===== config.mk =====
export PLATFORM = sky130hd
export DESIGN_NAME = mdu_seq_ctrl
export DESIGN_NICKNAME = d
export VERILOG_FILES = /design/src/rtl/mdu_seq_ctrl_pkg.sv /design/src/rtl/mdu_seq_ctrl_iter_core.sv /design/src/rtl/mdu_seq_ctrl.sv
export SDC_FILE = /design/constraint.sdc
export NUM_CORES = 1
export LEC_CHECK = 0
export CORE_AREA = 3 3 175 305
export CTS_BUF_LIST = sky130_fd_sc_hd__clkbuf_8
export CTS_CLUSTER_SIZE = 12
export DETAILED_ROUTE_END_ITERATION = 6
export DIE_AREA = 0 0 178 308
export GPL_TIMING_DRIVEN = 0
export PLACE_DENSITY_LB_ADDON = 0.05
export SETUP_SLACK_MARGIN = 0.1
export SYNTH_ARGS = -nofsm -noshare
export SYNTH_HDL_FRONTEND = slang
export SYNTH_SLANG_ARGS = --single-unit

===== constraint.sdc =====
create_clock -name clk -period 6.1 [get_ports clk]
set_input_delay 1.22 -clock clk [delete_from_list [all_inputs] [get_ports clk]]
set_output_delay 1.22 -clock clk [all_outputs]
set_load 0.1 [all_outputs]

===== src/rtl/mdu_seq_ctrl_pkg.sv =====
// Shared encodings for the multi-cycle multiply/divide sequencer:
// RV32M funct3 operation codes and the sequencer state encoding.
package mdu_seq_ctrl_pkg;

    typedef enum logic [2:0] {
        MDU_MUL    = 3'b000,
        MDU_MULH   = 3'b001,
        MDU_MULHSU = 3'b010,
        MDU_MULHU  = 3'b011,
        MDU_DIV    = 3'b100,
        MDU_DIVU   = 3'b101,
        MDU_REM    = 3'b110,
        MDU_REMU   = 3'b111
    } mdu_op_e;

    typedef enum logic [1:0] {
        ST_IDLE = 2'b00,
        ST_CALC = 2'b01,
        ST_FIX  = 2'b10,
        ST_DONE = 2'b11
    } mdu_state_e;

endpackage


===== src/rtl/mdu_seq_ctrl_iter_core.sv =====
// Iteration datapath: 64-bit shift-add multiplier accumulator and
// restoring divider (quotient shares the low accumulator word).
// Operands are unsigned magnitudes; sign handling lives in the FSM.
module mdu_iter_core
    import mdu_seq_ctrl_pkg::*;
#(
    parameter int XLEN = 32
) (
    input  logic                clk,
    input  logic                rst,
    input  logic                load,
    input  logic                step,
    input  logic                div_mode,
    input  logic [XLEN-1:0]     a_in,
    input  logic [XLEN-1:0]     b_in,
    output logic [2*XLEN-1:0]   prod,
    output logic [XLEN-1:0]     quot,
    output logic [XLEN-1:0]     remd
);

    logic [2*XLEN-1:0] acc;
    logic [XLEN-1:0]   rem;
    logic [XLEN-1:0]   bop;
    logic [XLEN:0]     add_sum;
    logic [XLEN:0]     rem_shift;
    logic              rem_ge;
    logic [2*XLEN-1:0] acc_nxt;
    logic [XLEN-1:0]   rem_nxt;

    // One iteration step: multiply adds/shifts right, divide shifts left and trial-subtracts
    always_comb begin
        add_sum   = {1'b0, acc[2*XLEN-1:XLEN]} + (acc[0] ? {1'b0, bop} : {(XLEN+1){1'b0}});
        rem_shift = {rem, acc[XLEN-1]};
        rem_ge    = (rem_shift >= {1'b0, bop});
        acc_nxt   = acc;
        rem_nxt   = rem;
        if (div_mode) begin
            acc_nxt = {acc[2*XLEN-1:XLEN], acc[XLEN-2:0], rem_ge};
            rem_nxt = rem_ge ? XLEN'(rem_shift - {1'b0, bop}) : rem_shift[XLEN-1:0];
        end else begin
            acc_nxt = {add_sum, acc[XLEN-1:1]};
        end
    end

    // Iteration registers: loaded on accept, advanced once per CALC cycle
    always_ff @(posedge clk or posedge rst) begin
        if (rst) begin
            acc <= '0;
            rem <= '0;
            bop <= '0;
        end else if (load) begin
            acc <= {{XLEN{1'b0}}, a_in};
            rem <= '0;
            bop <= b_in;
        end else if (step) begin
            acc <= acc_nxt;
            rem <= rem_nxt;
        end
    end

    assign prod = acc;
    assign quot = acc[XLEN-1:0];
    assign remd = rem;

endmodule


===== src/rtl/mdu_seq_ctrl.sv =====
// Multi-cycle RV32M sequencer: accepts one op in IDLE, runs ITER
// iteration steps, applies sign correction, then pulses done.
// Divide-by-zero and signed overflow complete directly from IDLE.
module mdu_seq_ctrl
    import mdu_seq_ctrl_pkg::*;
#(
    parameter int XLEN = 32,
    parameter int ITER = 32
) (
    input  logic            clk,
    input  logic            rst,
    input  logic            start,
    input  logic [2:0]      op,
    input  logic [XLEN-1:0] operand1,
    input  logic [XLEN-1:0] operand2,
    input  logic            flush,
    output logic            busy,
    output logic            done,
    output logic [XLEN-1:0] result
);

    localparam int CNT_W = $clog2(ITER);

    mdu_state_e        state, state_nxt;
    mdu_op_e           op_in, op_q;
    logic              sign1_q, sign2_q;
    logic [CNT_W-1:0]  cnt;
    logic              accept, load, step;
    logic              sign1_in, sign2_in, special;
    logic [XLEN-1:0]   mag1, mag2, special_res, fix_res;
    logic [2*XLEN-1:0] prod, prod_fix;
    logic [XLEN-1:0]   quot, remd, quot_fix, rem_fix;

    function automatic logic [2*XLEN-1:0] cond_neg(input logic [2*XLEN-1:0] v, input logic n);
        return n ? (~v + 1'b1) : v;
    endfunction

    // Decode the incoming request: sign flags, magnitudes and the early-completion cases
    always_comb begin
        op_in       = mdu_op_e'(op);
        sign1_in    = operand1[XLEN-1] & (op_in inside {MDU_MULH, MDU_MULHSU, MDU_DIV, MDU_REM});
        sign2_in    = operand2[XLEN-1] & (op_in inside {MDU_MULH, MDU_DIV, MDU_REM});
        mag1        = sign1_in ? (~operand1 + 1'b1) : operand1;
        mag2        = sign2_in ? (~operand2 + 1'b1) : operand2;
        special     = 1'b0;
        special_res = '0;
        if (op[2] && (operand2 == '0)) begin
            special     = 1'b1;
            special_res = op[1] ? operand1 : {XLEN{1'b1}};
        end else if ((op_in inside {MDU_DIV, MDU_REM}) &&
                     (operand1 == {1'b1, {(XLEN-1){1'b0}}}) && (operand2 == {XLEN{1'b1}})) begin
            special     = 1'b1;
            special_res = op[1] ? {XLEN{1'b0}} : {1'b1, {(XLEN-1){1'b0}}};
        end
        accept = (state == ST_IDLE) && start && !flush;
    end

    // State register
    always_ff @(posedge clk or posedge rst) begin
        if (rst) state <= ST_IDLE;
        else     state <= state_nxt;
    end

    // Next-state: flush aborts CALC/FIX; DONE always returns to IDLE
    always_comb begin
        state_nxt = state;
        case (state)
            ST_IDLE: if (accept) state_nxt = special ? ST_DONE : ST_CALC;
            ST_CALC: if (flush) state_nxt = ST_IDLE;
                     else if (cnt == CNT_W'(ITER-1)) state_nxt = ST_FIX;
            ST_FIX:  state_nxt = flush ? ST_IDLE : ST_DONE;
            ST_DONE: state_nxt = ST_IDLE;
            default: state_nxt = ST_IDLE;
        endcase
    end

    // Outputs and datapath controls derived from the current state
    always_comb begin
        busy = (state != ST_IDLE);
        done = (state == ST_DONE);
        load = accept;
        step = (state == ST_CALC);
    end

    // Latched request context and iteration counter
    always_ff @(posedge clk or posedge rst) begin
        if (rst) begin
            op_q    <= MDU_MUL;
            sign1_q <= 1'b0;
            sign2_q <= 1'b0;
            cnt     <= '0;
        end else if (accept) begin
            op_q    <= op_in;
            sign1_q <= sign1_in;
            sign2_q <= sign2_in;
            cnt     <= '0;
        end else if (step) begin
            cnt <= cnt + 1'b1;
        end
    end

    mdu_iter_core #(.XLEN(XLEN)) u_core (
        .clk      (clk),
        .rst      (rst),
        .load     (load),
        .step     (step),
        .div_mode (op_q[2]),
        .a_in     (mag1),
        .b_in     (mag2),
        .prod     (prod),
        .quot     (quot),
        .remd     (remd)
    );

    // Sign correction and result word selection for the FIX state
    always_comb begin
        prod_fix = cond_neg(prod, sign1_q ^ sign2_q);
        quot_fix = XLEN'(cond_neg({{XLEN{1'b0}}, quot}, sign1_q ^ sign2_q));
        rem_fix  = XLEN'(cond_neg({{XLEN{1'b0}}, remd}, sign1_q));
        case (op_q)
            MDU_MUL:                          fix_res = prod_fix[XLEN-1:0];
            MDU_MULH, MDU_MULHSU, MDU_MULHU:  fix_res = prod_fix[2*XLEN-1:XLEN];
            MDU_DIV, MDU_DIVU:                fix_res = quot_fix;
            default:                          fix_res = rem_fix;
        endcase
    end

    // Result register: loaded by early completion or by a non-flushed FIX
    always_ff @(posedge clk or posedge rst) begin
        if (rst)                              result <= '0;
        else if (accept && special)           result <= special_res;
        else if ((state == ST_FIX) && !flush) result <= fix_res;
    end

endmodule


Word-level counts from Yosys, hierarchy flattened
Index checks and enable logic that the tools add are counted.
{"block": "classes", "reduce_logical": 23, "order_cmp": 1, "eq_ne": 18, "n_shift": 0, "n_addsub": 8, "n_mux": 30, "n_bitwise": 8, "mul": 0, "div": 0}
{"op": "$mux W32", "n": 15}
{"op": "$mux W64", "n": 4}
{"op": "$add A32 B1 Y32 const B", "n": 4}
{"op": "$not A32 Y32", "n": 4}
{"op": "$pmux W32 S3", "n": 1}
{"op": "$add A64 B1 Y64 const B", "n": 1}
{"op": "$eq A32 B32 Y1 const B", "n": 2}
{"op": "$not A64 Y64", "n": 1}
{"op": "$add A32 B33 Y33", "n": 1}
{"op": "$ge A33 B32 Y1", "n": 1}
{"op": "$logic_not A32 Y1", "n": 1}
{"op": "$sub A32 B32 Y32", "n": 1}
{"op": "$eq A3 B3 Y1 const B", "n": 4}
{"op": "$mux W2", "n": 5}
{"op": "$mux W5", "n": 2}
{"op": "$reduce_bool A2 Y1", "n": 5}
{"op": "$eq A3 B2 Y1 const B", "n": 3}
{"op": "$pmux W2 S4", "n": 1}
{"op": "$logic_and A1 B1 Y1", "n": 7}
{"op": "$eq A3 B1 Y1 const B", "n": 2}
{"op": "$reduce_and A2 Y1", "n": 3}
{"op": "$add A5 B1 Y5 const B", "n": 1}
{"op": "$eq A5 B5 Y1 const B", "n": 1}
{"op": "$eq A2 B2 Y1 const B", "n": 2}
{"op": "other kinds (14)", "n": 16}
{"block": "word_totals", "latch_bits": 0, "mem_bits_ro": 0, "output_inout_bits": 34, "elab_cells": 98, "input_bits": 71, "reg_bits": 172, "ram_bits": 0, "mem_count": 0}

Longest topological paths before layout
{"block": "depth", "ltp_word": 9, "depth_mapped": 14, "mapped_depth_nobuf": 12}

By module
Synthesis repeated with hierarchy kept, for this count alone.
{"block": "hier_totals", "cells_unflattened": 2239, "area_unflattened_um2": 17201.5}
{"module": "mdu_iter_core", "seq_area_each_um2": 3203.1, "instances": 1, "cells_each": 1084, "area_each_um2": 9215.1}
{"module": "mdu_seq_ctrl", "seq_area_each_um2": 1101.1, "instances": 1, "cells_each": 1155, "area_each_um2": 7986.4}

Worst setup path after synthesis
No wires, ideal clock.
{"block": "synth_timing", "kind": "input to register", "startpoint": "input port operand2[0]", "endpoint": "register result[11]", "arrival_ns": 3.444, "required_ns": 6.013, "stages": 9, "setup_ns": 0.087, "slack_ns": 2.569, "path_buffers": 1, "path_cell_list": "inv_1 -> ha_1 -> or3b_1 -> nor4b_2 -> nand4_2 -> nor3_2 -> clkbuf_1 -> o21ai_0 -> a211oi_2"}
{"block": "synth_via", "elab_chain_len": 6, "word_cells_on_any_way": 11, "cone_classes": "eq/ne: 1; mux: 5; reduce/logical: 5"}
{"item": "start: declaration", "line": "mdu_seq_ctrl.sv:15", "source": "input logic [XLEN-1:0] operand2,"}
{"item": "$eq A32 B32 Y1", "line": "mdu_seq_ctrl.sv:51", "source": "(operand1 == {1'b1, {(XLEN-1){1'b0}}}) && (operand2 == {XLEN{1'b1}})) begin"}
{"item": "$logic_and A1 B1 Y1", "line": "mdu_seq_ctrl.sv:51"}
{"item": "$mux W1", "line": "mdu_seq_ctrl.sv:50", "source": "end else if ((op_in inside {MDU_DIV, MDU_REM}) &&"}
{"item": "$mux W1", "line": "mdu_seq_ctrl.sv:47", "source": "if (op[2] && (operand2 == '0)) begin"}
{"item": "$logic_and A1 B1 Y1", "line": "mdu_seq_ctrl.sv:131", "source": "else if (accept && special) result <= special_res;"}
{"item": "$mux W32 or $reduce_bool A2 Y1 (tied branches)"}
{"item": "end signal: assignment", "line": "mdu_seq_ctrl.sv:131"}
{"item": "end signal: assignment", "line": "mdu_seq_ctrl.sv:132", "source": "else if ((state == ST_FIX) && !flush) result <= fix_res;"}
{"item": "end: declaration", "line": "mdu_seq_ctrl.sv:19", "source": "output logic [XLEN-1:0] result"}
Parallel ways exist; a longest one is shown, timed or not.
A chain may end at the register's enable or synchronous reset.

Final worst setup path
{"block": "layout_timing", "startpoint": "input port operand2[1]", "endpoint": "register result[11]"}
The elaborated chain is that of the path after synthesis.

==> impl_metrics.py <==
metrics = {
    "logic_synthesis": {
        "synthFlopType": "dfrtp_1",
        "synthArstFlopShare_pct": 100,
        "synth_cell_types": 89,
        "ys_top_cells_by_area": "dfrtp_1, o21ai_0, ha_1, xor2_1, xnor2_1",
        "syn_area_per_cell_sq_um": 7.86,
        "syn_area_sq_um": 15300,
        "synth_area_leader_cell": "dfrtp_1",
        "synth_edf_count": 0,
        "yosys_warnings": 0,
        "yosysSeqAreaShare_pct": 28.1,
        "ys_seq_elements": 172,
        "yosysTopAreaCellShare_pct": 28.1,
        "netlist_instances": 1949,
        "synth_nets": 2093,
    },
    "cells_and_area": {
        "drive_gt1_share_pct": 3.60,
        "fillers": 5507,
        "postLayoutCellArea_sq_um": 17600,
        "final_cell_mix": "o21ai_0, nor2_1, nand2_1",
        "final_common_cell": "o21ai_0",
        "fin_nets": 2217,
        "area_delta_synth_final_pct": 15.1,
    },
    "global_routing": {
        "grt_pass1_vias": 16200,
        "globalRouteMet3Util_pct": 3.07,
        "grtUsageTotal_pct": 25.6,
        "antenna_found_initial": 2,
        "overflow": 0,
        "grt_use_met1_pct": 24.1,
        "top_usage_layer": "met2",
        "grt_max_degree": 104,
        "grt_use_met2_pct": 50.9,
        "grt_pass1_wl_mm": 104,
    },
    "timing": {
        "maxSlewViolCount": 0,
        "maxClockFrequency_mhz": 185,
        "worst_slew_pin_slew_ns": 1.25,
        "rsz0062_at_grt": "no",
        "worst_hold_slack_ns": 0.489,
        "period_needed_ns": 5.39,
        "relSlewSlack_pct": 16.2,
        "hold_violations": 0,
        "setup_viol": 0,
        "timing.final.crit_share_pct": 88.4,
        "skew_ns": 0.0209,
    },
    "power_and_ir_drop": {
        "p_seq_share_pct": 27.0,
        "swShare_pct": 52.5,
        "p_int_uw": 3280,
        "comb_power_share_pct": 60.1,
        "p_sw_uw": 3620,
        "ir_worst_vdd_uv": 188,
        "pwr-share-clk_pct": 12.9,
        "powerDensity_nw_per_um2": 392,
        "leakage_uw": 0.00715,
    },
    "clock_network": {
        "cts_buffers": 17,
        "cts_sinks": 172,
        "insertion_delay_ns": 0.54,
        "post-cts-setup-buffer-count": 0,
        "clk_pin_slew_ns": 0.11,
        "cts-root-buf": "clkbuf_8",
        "cts-resized-gates": 0,
        "max-clock-path-buffers": 2,
        "holdBufCountCts": 0,
        "cts_htree_levels": 4,
        "cts_tree": "done",
    },
    "placed_design": {
        "routabilityCongestion": 0.954,
        "placedInstanceArea_sq_um": 17200,
        "place.port_buffers": 104,
        "hpwl_mm": 58.3,
    },
    "critical_path": {
        "crit_type": "in -> reg",
        "cp.required_ns": 6.56,
        "end_kind": "flop",
        "cp_max_fo": 10,
        "cp.arrival_ns": 5.85,
        "start_kind": "primary input",
        "r2r_slack_ns": 1.37,
    },
    "min_path": {
        "hp-class": "reg -> reg",
    },
    "die": {
        "placement_rows": 110,
        "io_pins": 105,
        "die_w_um": 178,
        "die_area_sq_um": 54800,
        "coreArea_sq_um": 51300,
        "dieHeight_um": 308,
        "start_util_pct": 29.8,
    },
    "route": {
        "dr.pass1.iters": 5,
        "routedWlPerCell_um": 25.6,
        "vias": 15600,
        "final_antenna_net_count": 0,
        "post_drt_via_cell_ratio": 5.65,
        "drc_errors": 0,
        "wirelength_mm": 70.5,
        "drt_iter0_drc": 991,
    },
    "outcome": {
        "outcome": "completed",
    },
    "run": {
        "maxCapViolations": 0,
    },
}
==> state kept, by name (all words and copies together), names as in the netlist <==
register / flops
result: 32
u_core.bop: 32
cnt: 5
sign1_q: 1
u_core.prod: 64
u_core.remd: 32
state: 2
sign2_q: 1
op_q: 3
==> cell families (layout without fill, tap and decap cells) <==
group	count (synthesis)	count (layout)	synth area share, %
compound gates	635	635	26.1
xor+xnor	189	189	10.8
fa+ha+maj	73	73	6.06
buf+inv	198	334	5.20
flops	172	172	28.1
mux	57	57	3.76
other cells	0	3	0
simple gates	625	625	20.0
==> synth_stat cells, drive strengths merged, types with 12 or more instances <==
master  number
o21ai      194
nor2       184
nand2      181
dfrtp      172
a21oi      160
clkbuf      98
xor2        97
xnor2       92
inv         79
ha          71
a211oi      60
nor3        55
mux2i       53
nand3       44
o31ai       32
a31oi       29
nand4       25
nor4        22
buf         21
o41ai       21
nand2b      18
a21boi      16
and3        15
o22ai       15
or3         15
a21o        13
a32oi       12
==> cell type report <==
| cell class | instances | area [sq um] | area share, % |
|---|---|---|---|
| Buffer | 119 | 499 | 2.83 |
| Tap cell | 672 | 841 | 4.77 |
| Antenna cell | 3 | 7.51 | 0.0426 |
| Multi-Input combinational cell | 1579 | 10200 | 58.0 |
| Sequential cell | 172 | 4300 | 24.4 |
| Timing Repair Buffer | 105 | 1070 | 6.06 |
| Clock buffer | 17 | 234 | 1.33 |
| Inverter | 79 | 304 | 1.72 |
| Clock inverter | 14 | 148 | 0.838 |
==> final timing paths <==
path / from / endpoint / cells past startpoint
min in group asynchronous: rst / u_core.prod[33]$_DFFE_PP0P_ / 2
worst min register to register: u_core.bop[27]$_DFFE_PP0P_ / u_core.bop[27]$_DFFE_PP0P_ / 2
worst min-delay path: u_core.bop[27]$_DFFE_PP0P_ / u_core.bop[27]$_DFFE_PP0P_ / 2
worst max register to register: u_core.remd[9]$_DFFE_PP0P_ / u_core.remd[27]$_DFFE_PP0P_ / 12
worst max-delay path: operand2[1] / result[11]$_DFFE_PP0P_ / 10
max in group asynchronous: rst / result[27]$_DFFE_PP0P_ / 3
==> through the flow <==
step           utilization (%)  worst slack [ns]  setup TNS [ns]  instances  power (uW)
3_5_place_dp              33.6             0.252               0       2726        6000
6_report                  34.3             0.708               0       2760        6900
2_1_floorplan                -             0.220               0       1949        4620
5_1_grt                   34.3             0.639               0       2758        7410
4_1_cts                   34.3             0.831               0       2757        6910
3_3_place_gp              33.5             -3.02         -514.31       2725        5960
==> worst max-delay path, cell delays in order <==
cell and delay, ns:
clkdlybuf4s50_1 0.53, inv_1 0.10, ha_1 0.17, or3b_1 0.41, nor4b_2 0.68, nand4_2 0.47
nor3_2 0.72, clkbuf_1 0.61, o21ai_0 0.57, a211oi_2 0.34
==> power by group through the flow <==
stage | registers, uW | logic, uW | clock network [uW]
floorplan | 1710 | 2910 | 0
global placement | 1870 | 4080 | 0
detailed placement | 1880 | 4120 | 0
CTS | 1860 | 4140 | 915
global route | 1910 | 4550 | 952
finish | 1860 | 4150 | 890
==> metal layers <==
metal	part of all wire (%)	vias to the layer above	wire (um)
met4	7.0	0	4960
met3	3.7	177	2620
met1	33	7576	23300
li1	-	7374	-
met5	0	-	0
met2	56	467	39600
No activity file was read; power rests on OpenSTA's default activity.
